$ cat src/rtl/triangle_setup.sv
// Triangle setup stage: computes 2*area, fixes winding, culls degenerate triangles
// and produces an 8.24-style reciprocal of 2*area before handing the triangle on.
module triangle_setup #(
    parameter int FRAC_BITS     = 24,
    parameter bit WAIT_FOR_DONE = 1'b1
) (
    input  logic        axi_aclk,
    input  logic        axi_areset,
    input  logic        in_valid,
    output logic        in_ready,
    input  logic [8:0]  in_v1x,
    input  logic [8:0]  in_v2x,
    input  logic [8:0]  in_v3x,
    input  logic [7:0]  in_v1y,
    input  logic [7:0]  in_v2y,
    input  logic [7:0]  in_v3y,
    input  logic [15:0] in_z1,
    input  logic [15:0] in_z2,
    input  logic [15:0] in_z3,
    input  logic [7:0]  in_color,
    output logic [8:0]  v1x,
    output logic [8:0]  v2x,
    output logic [8:0]  v3x,
    output logic [7:0]  v1y,
    output logic [7:0]  v2y,
    output logic [7:0]  v3y,
    output logic [15:0] z1,
    output logic [15:0] z2,
    output logic [15:0] z3,
    output logic [7:0]  color,
    output logic [31:0] inv_area,
    output logic        triangle_valid,
    input  logic        triangle_ready,
    input  logic        rasterizer_done,
    output logic        busy,
    output logic        tri_dropped,
    output logic [15:0] tri_count
);

    localparam int QW = FRAC_BITS + 1;
    localparam int CW = $clog2(FRAC_BITS + 1);
    localparam logic [CW-1:0] LAST_ITER = CW'(FRAC_BITS);

    typedef enum logic [2:0] {
        S_IDLE,
        S_AREA,
        S_DIV,
        S_ISSUE,
        S_WAIT_DONE
    } state_t;

    state_t state_q, state_d;

    logic [8:0]  v1x_q, v2x_q, v3x_q, v1x_d, v2x_d, v3x_d;
    logic [7:0]  v1y_q, v2y_q, v3y_q, v1y_d, v2y_d, v3y_d;
    logic [15:0] z1_q, z2_q, z3_q, z1_d, z2_d, z3_d;
    logic [7:0]  color_q, color_d;
    logic [17:0] area_q, area_d;
    logic [17:0] rem_q, rem_d;
    logic [QW-1:0] quot_q, quot_d;
    logic [CW-1:0] cnt_q, cnt_d;
    logic [31:0] inv_area_q, inv_area_d;
    logic        valid_q, valid_d;
    logic        dropped_q, dropped_d;
    logic [15:0] count_q, count_d;

    // Signed 20-bit twice-area; vertex coordinates are unsigned, so zero-extend first.
    logic signed [19:0] x1_s, x2_s, x3_s;
    logic signed [19:0] dy23, dy31, dy12;
    logic signed [19:0] area_s;
    logic [17:0]        area_mag;

    always_comb begin
        x1_s     = $signed({11'd0, v1x_q});
        x2_s     = $signed({11'd0, v2x_q});
        x3_s     = $signed({11'd0, v3x_q});
        dy23     = $signed({12'd0, v2y_q}) - $signed({12'd0, v3y_q});
        dy31     = $signed({12'd0, v3y_q}) - $signed({12'd0, v1y_q});
        dy12     = $signed({12'd0, v1y_q}) - $signed({12'd0, v2y_q});
        area_s   = x1_s * dy23 + x2_s * dy31 + x3_s * dy12;
        area_mag = area_s[19] ? 18'(-area_s) : area_s[17:0];
    end

    // Restoring divider step: the dividend 2^FRAC_BITS contributes a single 1 on the first step.
    logic [18:0] rem_shift;
    logic        rem_ge;

    always_comb begin
        rem_shift = {rem_q, (cnt_q == '0)};
        rem_ge    = (rem_shift >= {1'b0, area_q});
    end

    always_comb begin
        state_d    = state_q;
        v1x_d      = v1x_q;
        v2x_d      = v2x_q;
        v3x_d      = v3x_q;
        v1y_d      = v1y_q;
        v2y_d      = v2y_q;
        v3y_d      = v3y_q;
        z1_d       = z1_q;
        z2_d       = z2_q;
        z3_d       = z3_q;
        color_d    = color_q;
        area_d     = area_q;
        rem_d      = rem_q;
        quot_d     = quot_q;
        cnt_d      = cnt_q;
        inv_area_d = inv_area_q;
        valid_d    = valid_q;
        dropped_d  = 1'b0;
        count_d    = count_q;

        case (state_q)
            S_IDLE: begin
                if (in_valid) begin
                    v1x_d   = in_v1x;
                    v2x_d   = in_v2x;
                    v3x_d   = in_v3x;
                    v1y_d   = in_v1y;
                    v2y_d   = in_v2y;
                    v3y_d   = in_v3y;
                    z1_d    = in_z1;
                    z2_d    = in_z2;
                    z3_d    = in_z3;
                    color_d = in_color;
                    state_d = S_AREA;
                end
            end

            S_AREA: begin
                if (area_s == '0) begin
                    dropped_d = 1'b1;
                    state_d   = S_IDLE;
                end else begin
                    // Negative area means clockwise winding: swap v2/v3 to normalise.
                    if (area_s[19]) begin
                        v2x_d = v3x_q;
                        v3x_d = v2x_q;
                        v2y_d = v3y_q;
                        v3y_d = v2y_q;
                        z2_d  = z3_q;
                        z3_d  = z2_q;
                    end
                    area_d  = area_mag;
                    rem_d   = '0;
                    quot_d  = '0;
                    cnt_d   = '0;
                    state_d = S_DIV;
                end
            end

            S_DIV: begin
                rem_d  = rem_ge ? 18'(rem_shift - {1'b0, area_q}) : 18'(rem_shift);
                quot_d = {quot_q[QW-2:0], rem_ge};
                cnt_d  = cnt_q + CW'(1);
                if (cnt_q == LAST_ITER) begin
                    state_d = S_ISSUE;
                end
            end

            S_ISSUE: begin
                // First ISSUE cycle publishes the quotient; valid is purely registered.
                if (!valid_q) begin
                    valid_d    = 1'b1;
                    inv_area_d = 32'(quot_q);
                end else if (triangle_ready) begin
                    valid_d = 1'b0;
                    count_d = count_q + 16'd1;
                    state_d = WAIT_FOR_DONE ? S_WAIT_DONE : S_IDLE;
                end
            end

            S_WAIT_DONE: begin
                if (rasterizer_done) begin
                    state_d = S_IDLE;
                end
            end

            default: begin
                state_d = S_IDLE;
            end
        endcase
    end

    always_ff @(posedge axi_aclk) begin
        if (axi_areset) begin
            state_q    <= S_IDLE;
            v1x_q      <= '0;
            v2x_q      <= '0;
            v3x_q      <= '0;
            v1y_q      <= '0;
            v2y_q      <= '0;
            v3y_q      <= '0;
            z1_q       <= '0;
            z2_q       <= '0;
            z3_q       <= '0;
            color_q    <= '0;
            area_q     <= '0;
            rem_q      <= '0;
            quot_q     <= '0;
            cnt_q      <= '0;
            inv_area_q <= '0;
            valid_q    <= 1'b0;
            dropped_q  <= 1'b0;
            count_q    <= '0;
        end else begin
            state_q    <= state_d;
            v1x_q      <= v1x_d;
            v2x_q      <= v2x_d;
            v3x_q      <= v3x_d;
            v1y_q      <= v1y_d;
            v2y_q      <= v2y_d;
            v3y_q      <= v3y_d;
            z1_q       <= z1_d;
            z2_q       <= z2_d;
            z3_q       <= z3_d;
            color_q    <= color_d;
            area_q     <= area_d;
            rem_q      <= rem_d;
            quot_q     <= quot_d;
            cnt_q      <= cnt_d;
            inv_area_q <= inv_area_d;
            valid_q    <= valid_d;
            dropped_q  <= dropped_d;
            count_q    <= count_d;
        end
    end

    assign in_ready       = (state_q == S_IDLE);
    assign busy           = (state_q != S_IDLE);
    assign triangle_valid = valid_q;
    assign tri_dropped    = dropped_q;
    assign tri_count      = count_q;
    assign inv_area       = inv_area_q;
    assign v1x            = v1x_q;
    assign v2x            = v2x_q;
    assign v3x            = v3x_q;
    assign v1y            = v1y_q;
    assign v2y            = v2y_q;
    assign v3y            = v3y_q;
    assign z1             = z1_q;
    assign z2             = z2_q;
    assign z3             = z3_q;
    assign color          = color_q;

endmodule

$ cat config.mk
export PLATFORM = sky130hd
export DESIGN_NAME = triangle_setup
export DESIGN_NICKNAME = d
export VERILOG_FILES = /design/src/rtl/triangle_setup.sv
export SDC_FILE = /design/constraint.sdc
export NUM_CORES = 1
export LEC_CHECK = 0
export ABC_AREA = 1
export BUFFER_PORTS_ARGS = -buffer_cell sky130_fd_sc_hd__buf_4
export CAP_MARGIN = 20
export CORE_UTILIZATION = 45
export CTS_CLUSTER_DIAMETER = 50
export DETAILED_ROUTE_END_ITERATION = 10
export REMOVE_ABC_BUFFERS = 1
export SYNTH_ARGS = -nofsm -noshare
export SYNTH_HDL_FRONTEND = slang
export SYNTH_SLANG_ARGS = --single-unit
$ cat constraint.sdc
create_clock -name axi_aclk -period 12.95 [get_ports axi_aclk]
set_input_delay 1.295 -clock axi_aclk [delete_from_list [all_inputs] [get_ports axi_aclk]]
set_output_delay 1.295 -clock axi_aclk [all_outputs]
set_load 0.02 [all_outputs]
Word level (Yosys, flattened, before mapping)
Cells that the tools add are included.

Register bits after elaboration: 219. Input bits: 112. Output and inout port bits: 159. Logic and storage cells: 103.

$add $sub $neg: 9. $mul: 3. $lt $le $gt $ge: 1. Equal/unequal tests: 12. Muxes and demuxes: 42. Bitwise operators: 3. Reduce and logical (&&, ||, !) cells: 14.

Operators with widths (number): $mux 16 (6); $pmux 16 s2 (2); $mul 10x9->19 (3); $mux 18 (3); $mux 9 (6); $pmux 25 s2 (1); $mux 8 (6); $pmux 18 s2 (1); $pmux 9 s2 (2); $pmux 8 s2 (2); $sub 8x8->9 (3); $mux 25 (1); $add 19x19->20 (1); $add 20x19->20 (1); $logic_not 20->1 (1); $ge 19x18->1 (1); $neg 18->18 (1); $sub 18x18->18 (1); $add 16x1->16 const B (1); $mux 3 (5); $pmux 3 s5 (1); $ne 2x2->1 const B (7); $pmux 5 s2 (1); $reduce_and 2->1 (4); 17 further kinds (23).

Longest topological paths before layout
Gate-level depths: netlist (run 1).

Depth after elaboration: 7. Depth in mapped cells: 48. Gate-level depth less buffers: 47.

Worst setup path after synthesis (run 1)
OpenSTA, ideal clock, no wires.

Kind: reg-to-reg. Start: register v1y_q[2] (netlist: v1y[2]). End: register quot_q[10]. Setup time: 0.071 ns. Arrival: 8.234 ns. Data required time: 12.879 ns. Slack: 4.645 ns. Stages on the path, launching flop included: 40. Path buffers: 2. Period minus slack after synthesis: 8.305 ns. Path through: dfxtp_1 -> inv_1 -> ha_1 -> a21oi_1 -> inv_1 -> a31oi_1 -> inv_1 -> a21oi_1 -> o21bai_1 -> nand2_1 -> nand2_1 -> a21oi_1 -> xor2_1 -> nor2_1 -> fa_1 -> inv_1 -> fa_1 -> fa_1 -> [4 not listed] -> fa_1 -> inv_1 -> ha_1 -> nand2_1 -> nand2_1 -> a21oi_1 -> nand3_1 -> nand2_1 -> nand2_1 -> nor2_1 -> nand3_1 -> nor2_4 -> nand4_4 -> nand2_4 -> buf_12 -> buf_12 -> nand3_2 -> a21oi_2.

Word-level cells in the longest chain between the ends: 7. Elaborated cells on any way between the ends: 9. Classes of those cells: add/sub: 4; mul: 2; eq/ne: 1; reduce/logical: 2.

Ends and longest elaborated chain: start, declared (line 55) `logic [7:0] v1y_q, v2y_q, v3y_q, v1y_d, v2y_d, v3y_d;`; start signal, assigned (line 212) `v1y_q <= v1y_d;`; $sub 8x8->9 (line 78) `dy31 = $signed({12'd0, v3y_q}) - $signed({12'd0, v1y_q});`; $mul 10x9->19 (line 80) `area_s = x1_s * dy23 + x2_s * dy31 + x3_s * dy12;`; $add 19x19->20 (line 80); $add 20x19->20 * (line 80); $logic_not 20->1 * (line 132) `if (area_s == '0) begin`; $ne 2x2->1 (no line) *; $reduce_and 2->1 (no line) *; end signal, assigned (line 221) `quot_q <= quot_d;`; end, declared (line 60) `logic [QW-1:0] quot_q, quot_d;`.

Mark *: on every way between the ends. The rest lies on a longest branch, timed or not. A chain may end at the register's enable or synchronous reset.

Worst setup path after layout (run 1)
Start: register v1y_q[2] (netlist: v1y[2]). End: register area_q[16].

Word-level cells in the longest chain between the ends: 7. Elaborated cells on any way between the ends: 11. Classes of those cells: add/sub: 5; mul: 2; mux: 1; bitwise: 1; reduce/logical: 2.

Ends and longest elaborated chain: $sub 8x8->9 (line 78); $mul 10x9->19 (line 80); $add 19x19->20 (line 80); $add 20x19->20 * (line 80); parallel branches: the longest is 3 deep, another holds $neg 18->18; end signal, assigned (line 219) `area_q <= area_d;`; end, declared (line 58) `logic [17:0] area_q, area_d;`.

Every way passes the cells marked *.

==> impl_metrics.json, run 1 <==
{
  "reg2reg_from": "v1y[2]",
  "post_cts_buffers": 0,
  "synthesis.area_sq_um": 20300,
  "hp-start": "color[3]",
  "drive_gt1_frac": 0.165,
  "grt_use_total": 0.258,
  "final_nets": 3294,
  "r2r_cells": 37,
  "whs_path_depth": 2,
  "port_buffers": 263,
  "cts_made_buffers": 34,
  "wl_per_cell_microns": 17.1,
  "critPathSlowestCell": "nand2_4",
  "cp-end-kind": "register",
  "syn_inst": 2574,
  "yosysWarningCount": 0,
  "initial_utilization": 0.457,
  "hold_path_class": "reg -> reg",
  "first_pass_iters": 5,
  "slowest_delay_ps": 690,
  "grt_pass1_wl_microns": 95000,
  "cp.required_ps": 13370,
  "ant_nets": 0,
  "dieArea_sq_um": 45900,
  "htree_num_levels": 2,
  "clkTransAtPathRegs_ps": 60,
  "path_class": "reg -> reg",
  "ctsResizeCount": 0,
  "maxSlewHeadroom": 0.302,
  "grt_max_degree": 75,
  "drt_iter0_drc": 1107,
  "ys_ff_latch": 219,
  "min_to": "color[3]",
  "cts_root_buffer": "clkbuf_16",
  "synth_area_leader_cell": "dfxtp_1",
  "synth_area_per_cell_sq_um": 7.87,
  "dp_hpwl_microns": 46400,
  "synth_simple_gate_area_frac": 0.197,
  "whs_ps": 461,
  "status": "complete, no violations",
  "crit_fanout": 67,
  "setup_viol_count_final": 0,
  "clock_latency_ps": 550,
  "slew_violations": 0,
  "mostFrequentLayoutCells": "inv_1, nand2_1, nor2_1",
  "fill_cells": 4289,
  "synth-xor-area-share": 0.0160,
  "drt_wl_total_microns": 58300,
  "tightest_slew_ps": 1040,
  "worst-r2r-setup-slack_ps": 2690,
  "grt_overflow": 0,
  "core_sq_um": 44300,
  "fmax_ghz": 0.0975,
  "synth_top_family_by_area": "adder cells",
  "synth_top_area_share": 0.216,
  "hold_buffers": 0,
  "finalHoldViolations": 0,
  "synth-edff-count": 0,
  "n_antenna_cell": 0,
  "clock_skew_ps": 31.2,
  "routed_via_density": 5.16,
  "cp.arrival_ps": 10680,
  "drc": 0,
  "row_count": 77,
  "die_w_microns": 214,
  "pin_count": 271,
  "synth_compound_area_frac": 0.124,
  "clock-sinks": 219,
  "cap_viol_max_count": 0,
  "rsz0062_at_grt": "false",
  "gp_congestion": 0.936,
  "layout-area-overhead-vs-synth_pct": 17.4,
  "via_count": 17585,
  "synthArstFlopShare": 0,
  "fin_crit_sh": 0.792,
  "cts_tree": "built",
  "antenna_found_initial": 0,
  "fin_setup_tns_ps": 0,
  "synth_flop_cell": "dfxtp_1",
  "die_h_microns": 214,
  "final_common_cell": "inv_1",
  "ys_types": 50,
  "clockBufferDepth": 3,
  "yosys-mux-area-fraction": 0.0158,
  "fin_crit_ps": 10260,
  "worst_r2r_endpoint": "area_q[16]",
  "netlist_top_cells_area": "dfxtp_1, fa_1, ha_1",
  "synth_fa_ha_area_frac": 0.323,
  "synth-seq-area-share": 0.216,
  "path_common_cell": "fa_1",
  "grt_pass1_vias": 17879,
  "cp-start-kind": "register"
}
cells by family after synthesis:
| family | count (synthesis) |
|---|---|
| compound gates | 457 |
| xor+xnor | 37 |
| fa+ha+maj | 393 |
| buf+inv | 543 |
| flops | 219 |
| mux | 32 |
| other cells | 1 |
| simple gates | 892 |
state kept, by name (all words and copies together), names as in the netlist:
name,cells
quot_q,25
v2y,8
v2x,9
v1y,8
inv_area,25
triangle_valid,1
z1,16
tri_dropped,1
v1x,9
v3y,8
z3,16
v3x,9
color,8
state_q,3
z2,16
area_q,18
rem_q,18
cnt_q,5
tri_count,16
metrics by stage:
step,setup slack (ps),std cells,cell area [sq um],util
5_1_grt,1930,3406,23800,0.537
2_1_floorplan,3530,2480,19800,-
4_1_cts,2750,3406,23800,0.537
3_5_place_dp,2790,3345,22600,0.510
3_3_place_gp,3050,3344,22600,0.509
6_report,2690,3406,23800,0.537
layer usage:
| layer | track usage | vias to the layer above | routed length, microns |
|---|---|---|---|
| met3 | 0.0505 | 70 | 3840 |
| li1 | - | 8570 | - |
| met5 | 0 | - | 0 |
| met2 | 0.420 | 519 | 26800 |
| met1 | 0.351 | 8426 | 26400 |
| met4 | 0.0652 | 0 | 1290 |
worst max-delay path, delay by kind of cell (launching register included):
family	cells	cell delay (ps)
adders and majority gates	10	4930
and+or+nand+nor	14	2290
AOI/OAI and AO/OA	6	1090
buffers and inverters	6	760
xor gates and xnor gates	1	620
DFF	1	350
final cells by class:
cell class              count  area, sq um  area share
inverters                 443         1660      0.0699
clock buffers              40          905      0.0380
multi-input cells        1818        13700       0.577
well taps                 592          741      0.0311
flip-flops and latches    219         4380       0.184
repair buffers            273         2070      0.0870
clock inverters            21          303      0.0127
Yosys cell counts (17+ instances only):
master    number
a21oi_1      197
a21oi_2       42
clkbuf_1      67
dfxtp_1      219
fa_1         217
ha_1         176
inv_1        432
mux2i_1       32
nand2_1      386
nand3_1       85
nand3_2       43
nand4_1       17
nor2_1       290
nor3_1        19
o21ai_0      181
xor2_1        23
how the worst max path moves through the flow:
| stage | startpoint | end | slack [ps] |
|---|---|---|---|
| after floorplan | v1y[2] | v2x[8] | 3530 |
| after global placement | v1y[2] | area_q[15] | 3050 |
| after detailed placement | v1y[2] | area_q[16] | 2790 |
| after CTS | v1y[2] | area_q[16] | 2750 |
| after global routing | v1y[2] | area_q[16] | 1930 |
| final | v1y[2] | area_q[16] | 2690 |
Power of run 1 is left out: the tool's default activity adds up to more than one toggle a clock period on the data nets, which glitch-free logic cannot reach.
==> run 2, diff against run 1 <==
Settings changed: ABC_AREA 1 to 0.
Clock period 12.95 ns to 10.4 ns, I/O delays scaled along.
==> run 2 against run 1 <==
Against the previous run:
- flip-flop and latch count unchanged
- utilization down 0.19 points
- worst hold slack worse by 7.4 ps
==> impl_metrics.json, run 2 <==
{
  "syn_inst": 2233,
  "via_count": 16015,
  "fmax_ghz": 0.101,
  "layout-area-overhead-vs-synth_pct": 17.5,
  "pin_count": 271,
  "clockBufferDepth": 3,
  "cts_made_buffers": 30,
  "die_h_microns": 210,
  "synth_flop_cell": "dfxtp_1",
  "synth.most_common_cell": "nand2_1",
  "wl_per_cell_microns": 17.1,
  "status": "complete, no violations",
  "grt_max_degree": 110,
  "fill_cells": 4055,
  "cp.arrival_ps": 10270,
  "synth_area_per_cell_sq_um": 8.76,
  "crit_start": "v1y[1]",
  "path_class": "reg -> reg",
  "netlist_top_cells_area": "dfxtp_1, fa_1, ha_1",
  "slowest_delay_ps": 640,
  "clock-sinks": 219,
  "dieArea_sq_um": 44300,
  "gp_congestion": 0.876,
  "final_common_cell": "nand2_1",
  "hp-start": "inv_area[9]",
  "multi_input_area_sq_um": 13600,
  "finish.utilization": 0.535,
  "row_count": 76,
  "ant_nets": 0,
  "slew_violations": 0,
  "fin_setup_tns_ps": 0,
  "mostFrequentLayoutCells": "nand2_1, buf_4, inv_1",
  "cts_tree": "built",
  "grt_pass1_vias": 16164,
  "cp-start-kind": "register",
  "antenna_found_initial": 1,
  "rsz0062_at_grt": "false",
  "clock_latency_ps": 590,
  "routed_via_density": 5.25,
  "dp_hpwl_microns": 40400,
  "cp-end-kind": "register",
  "htree_num_levels": 1,
  "drive_gt1_frac": 0.161,
  "clkTransAtPathRegs_ps": 60,
  "grt_use_total": 0.241,
  "hold_path_class": "reg -> reg",
  "grt_overflow": 0,
  "ys_ff_latch": 219,
  "critPathSlowestCell": "nor2_1",
  "path_common_cell": "fa_1",
  "drc": 0,
  "first_pass_iters": 5,
  "synth-seq-area-share": 0.224,
  "stdcell_count": 3050,
  "synthesis.area_sq_um": 19600,
  "reg2reg_from": "v1y[1]",
  "cp.required_ps": 10800,
  "regArea_sq_um": 4380,
  "maxSlewHeadroom": 0.344,
  "yosysWarningCount": 0,
  "fin_crit_ps": 9870,
  "drt_wl_total_microns": 52100,
  "post_dp_cell_area_sq_um": 22000,
  "cts_root_buffer": "clkbuf_16",
  "synth_area_leader_cell": "dfxtp_1",
  "finalHoldViolations": 0,
  "drt_iter0_drc": 734,
  "initial_utilization": 0.455,
  "tightest_slew_ps": 977,
  "setup_viol_count_final": 0,
  "fin_crit_sh": 0.949,
  "place_inst": 2994,
  "clock_skew_ps": 25.1,
  "ys_types": 79,
  "final_nets": 2949,
  "synth_top_area_share": 0.224,
  "grt_pass1_wl_microns": 85300,
  "synth-edff-count": 0,
  "post-route-cell-area_sq_um": 23000,
  "port_buffers": 263,
  "core_sq_um": 43000,
  "synthArstFlopShare": 0,
  "cap_viol_max_count": 0,
  "synthTopCellsByCount": "nand2_1, inv_1, dfxtp_1, fa_1, ha_1",
  "crit_fanout": 11,
  "die_w_microns": 210
}
## run 2: changes by cell type after synthesis, sizes merged, moves of 32 or more
cell and delta:
nor2b +59, nand3 -114, inv -159, and2 +94, nor2 -153, nand2 -32
a311oi +67, a21oi -119, o21ai -155
## run 2: cells by family (layout without fill, tap and decap cells)
| family | count (synthesis) | count (layout) | share of synthesized area |
|---|---|---|---|
| flip-flops | 219 | 219 | 0.224 |
| multiplexers | 19 | 19 | 0.00998 |
| adder cells (fa/ha/maj) | 393 | 393 | 0.335 |
| AO/OA/AOI/OAI | 350 | 350 | 0.129 |
| buffers and inverters | 402 | 627 | 0.0815 |
| other | 1 | 8 | 0.000192 |
| XOR/XNOR | 76 | 76 | 0.0359 |
| AND/OR/NAND/NOR | 773 | 773 | 0.185 |
## run 2: per-layer routing
layer,GRT usage,wire length (microns),up-vias
met2,0.402,24600,421
met5,0,0,-
met1,0.319,22600,7850
met4,0.0622,1200,0
li1,-,-,7675
met3,0.0499,3690,69
## run 2: final timing paths
check / end / slack (ps) / cells after the start
worst max register to register: area_q[1] / 530 / 31
worst min-delay path: inv_area[9] / 450 / 2
worst min register to register: inv_area[9] / 450 / 2
worst max-delay path: area_q[1] / 530 / 31
## run 2: cell type report
| class | count | share of cell area |
|---|---|---|
| sequential | 219 | 0.191 |
| antenna | 1 | 0.000109 |
| timing repair buffer | 294 | 0.0973 |
| clock inverter | 15 | 0.00566 |
| tap | 585 | 0.0318 |
| multi-input combinational | 1618 | 0.593 |
| inverter | 281 | 0.0459 |
| clock buffer | 37 | 0.0355 |
## run 2: repair_timing
| item | CTS | global route |
|---|---|---|
| endpoints found under the hold margin | 0 | 0 |
| setup buffers | 0 | 3 |
| gates resized for setup | 0 | 1 |
| hold buffers | 0 | 0 |
| endpoints found under the setup margin | 0 | 49 |
## run 2: worst max-delay path, delay by kind of cell, from the launching register on
family	cells	cell delay [ps]
adder cells (fa/ha/maj)	10	4870
buffers and inverters	3	220
XOR/XNOR	2	730
AND/OR/NAND/NOR	7	1550
flip-flops	1	430
AO/OA/AOI/OAI	9	1880
## run 2: metrics by stage
| stage | setup slack, ps | hold WS (ps) |
|---|---|---|
| floorplan | -921 | 426 |
| global placement | 623 | 444 |
| detailed placement | 464 | 447 |
| CTS | 418 | 454 |
| global route | 9.11 | 467 |
| finish | 529 | 453 |
Power of run 2 is left out for the same reason.
==> run 3, diff against run 2 <==
Settings changed: CTS_BUF_LIST set to sky130_fd_sc_hd__clkbuf_8.
==> run 3 against run 2 <==
Against the previous run:
- die area is the same
- register-to-register slack gained 50 ps
- via count rose by 0.22%
- critical path depth stayed put
- utilization is 0.29 points lower
- final cell count grew 0.59%
- global-route usage increased by 0.14 points
- routed wire length is essentially flat
- non-clock buffer count did not move
- first-iteration DRC count up 1.8%
- highest routed layer unchanged
==> impl_metrics.json, run 3 (synthesized netlist as in run 2, its figures left out) <==
{
  "antenna_found_initial": 1,
  "cp.arrival_ps": 10240,
  "first_pass_iters": 5,
  "slowest_delay_ps": 640,
  "clkTransAtPathRegs_ps": 60,
  "die_h_microns": 210,
  "die_w_microns": 210,
  "fin_setup_tns_ps": 0,
  "path_class": "reg -> reg",
  "grt_overflow": 0,
  "cts_root_buffer": "clkbuf_8",
  "hold_path_class": "reg -> reg",
  "drt_iter0_drc": 747,
  "maxSlewHeadroom": 0.340,
  "cts_tree": "built",
  "htree_num_levels": 2,
  "clock_latency_ps": 590,
  "setup_viol_count_final": 0,
  "setup_slack_ps": 575,
  "cap_viol_max_count": 0,
  "final_common_cell": "nand2_1",
  "cp.required_ps": 10820,
  "layout-area-overhead-vs-synth_pct": 16.9,
  "port_buffers": 263,
  "clock-sinks": 219,
  "grt_pass1_vias": 16216,
  "row_count": 76,
  "cp-end-kind": "register",
  "tightest_slew_ps": 991,
  "clockBufferDepth": 3,
  "slew_violations": 0,
  "finalHoldViolations": 0,
  "routed_via_density": 5.23,
  "crit_fanout": 11,
  "dieArea_sq_um": 44300,
  "stdcell_count": 3068,
  "via_count": 16050,
  "cts_made_buffers": 40,
  "clock_skew_ps": 19.3,
  "mostFrequentLayoutCells": "nand2_1, buf_4, inv_1",
  "status": "complete, no violations",
  "whs_ps": 455,
  "pre_cts_ws_ps": 464,
  "wl_per_cell_microns": 17.0,
  "cp-start-kind": "register",
  "drc": 0,
  "grt_use_total": 0.243,
  "ant_nets": 0,
  "pin_count": 271,
  "grt_pass1_wl_microns": 85500,
  "final_nets": 2959,
  "grt_max_degree": 110,
  "place_inst": 2994,
  "gp_congestion": 0.876,
  "critPathSlowestCell": "nor2_1",
  "fmax_ghz": 0.102,
  "fin_crit_sh": 0.945,
  "drt_wl_total_microns": 52100,
  "path_common_cell": "fa_1",
  "dp_hpwl_microns": 40400,
  "core_sq_um": 43000,
  "fin_crit_ps": 9820,
  "drive_gt1_frac": 0.165,
  "rsz0062_at_grt": "false",
  "initial_utilization": 0.455
}
run 3: path summary, 6_finish.rpt:
kind | startpoint | end | slack (ps) | cells past startpoint
min reg2reg | inv_area[9] | inv_area[9] | 450 | 2
max reg2reg | v1y[1] | area_q[1] | 580 | 31
max | v1y[1] | area_q[1] | 580 | 31
min | inv_area[9] | inv_area[9] | 450 | 2
run 3: timing repair:
action,CTS,global route
hold buffers,0,0
buffers inserted,0,3
resized for setup,0,1
endpoints found under the setup margin,0,46
run 3: layout make-up:
type                            instances  area, sq um
Fill cell                            4077        20100
Multi-Input combinational cell       1618        13600
Sequential cell                       219         4380
Timing Repair Buffer                  294         2240
Inverter                              281         1050
Tap cell                              585          732
Clock buffer                           53          729
Clock inverter                         17         92.6
Antenna cell                            1         2.50
run 3: metal layers:
layer	up-vias	wire length, microns	track usage
met4	0	959	0.0607
met1	7922	23100	0.320
met2	373	24800	0.405
met3	56	3230	0.0521
met5	-	0	0
li1	7699	-	-
run 3: through the flow:
step / util / instance area [sq um]
3_5_place_dp: 0.512 / 22000
5_1_grt: 0.532 / 22900
3_3_place_gp: 0.512 / 22000
4_1_cts: 0.531 / 22800
2_1_floorplan: - / 19000
6_report: 0.532 / 22900
run 3: worst max-delay path, delay by kind of cell, from the launching register on:
kind | cells | cell delay (ps)
buffers and inverters | 3 | 220
adders and majority gates | 10 | 4870
AOI/OAI and AO/OA | 9 | 1870
DFF | 1 | 430
xor gates and xnor gates | 2 | 730
and+or+nand+nor | 7 | 1540
Power of run 3 is left out for the same reason.
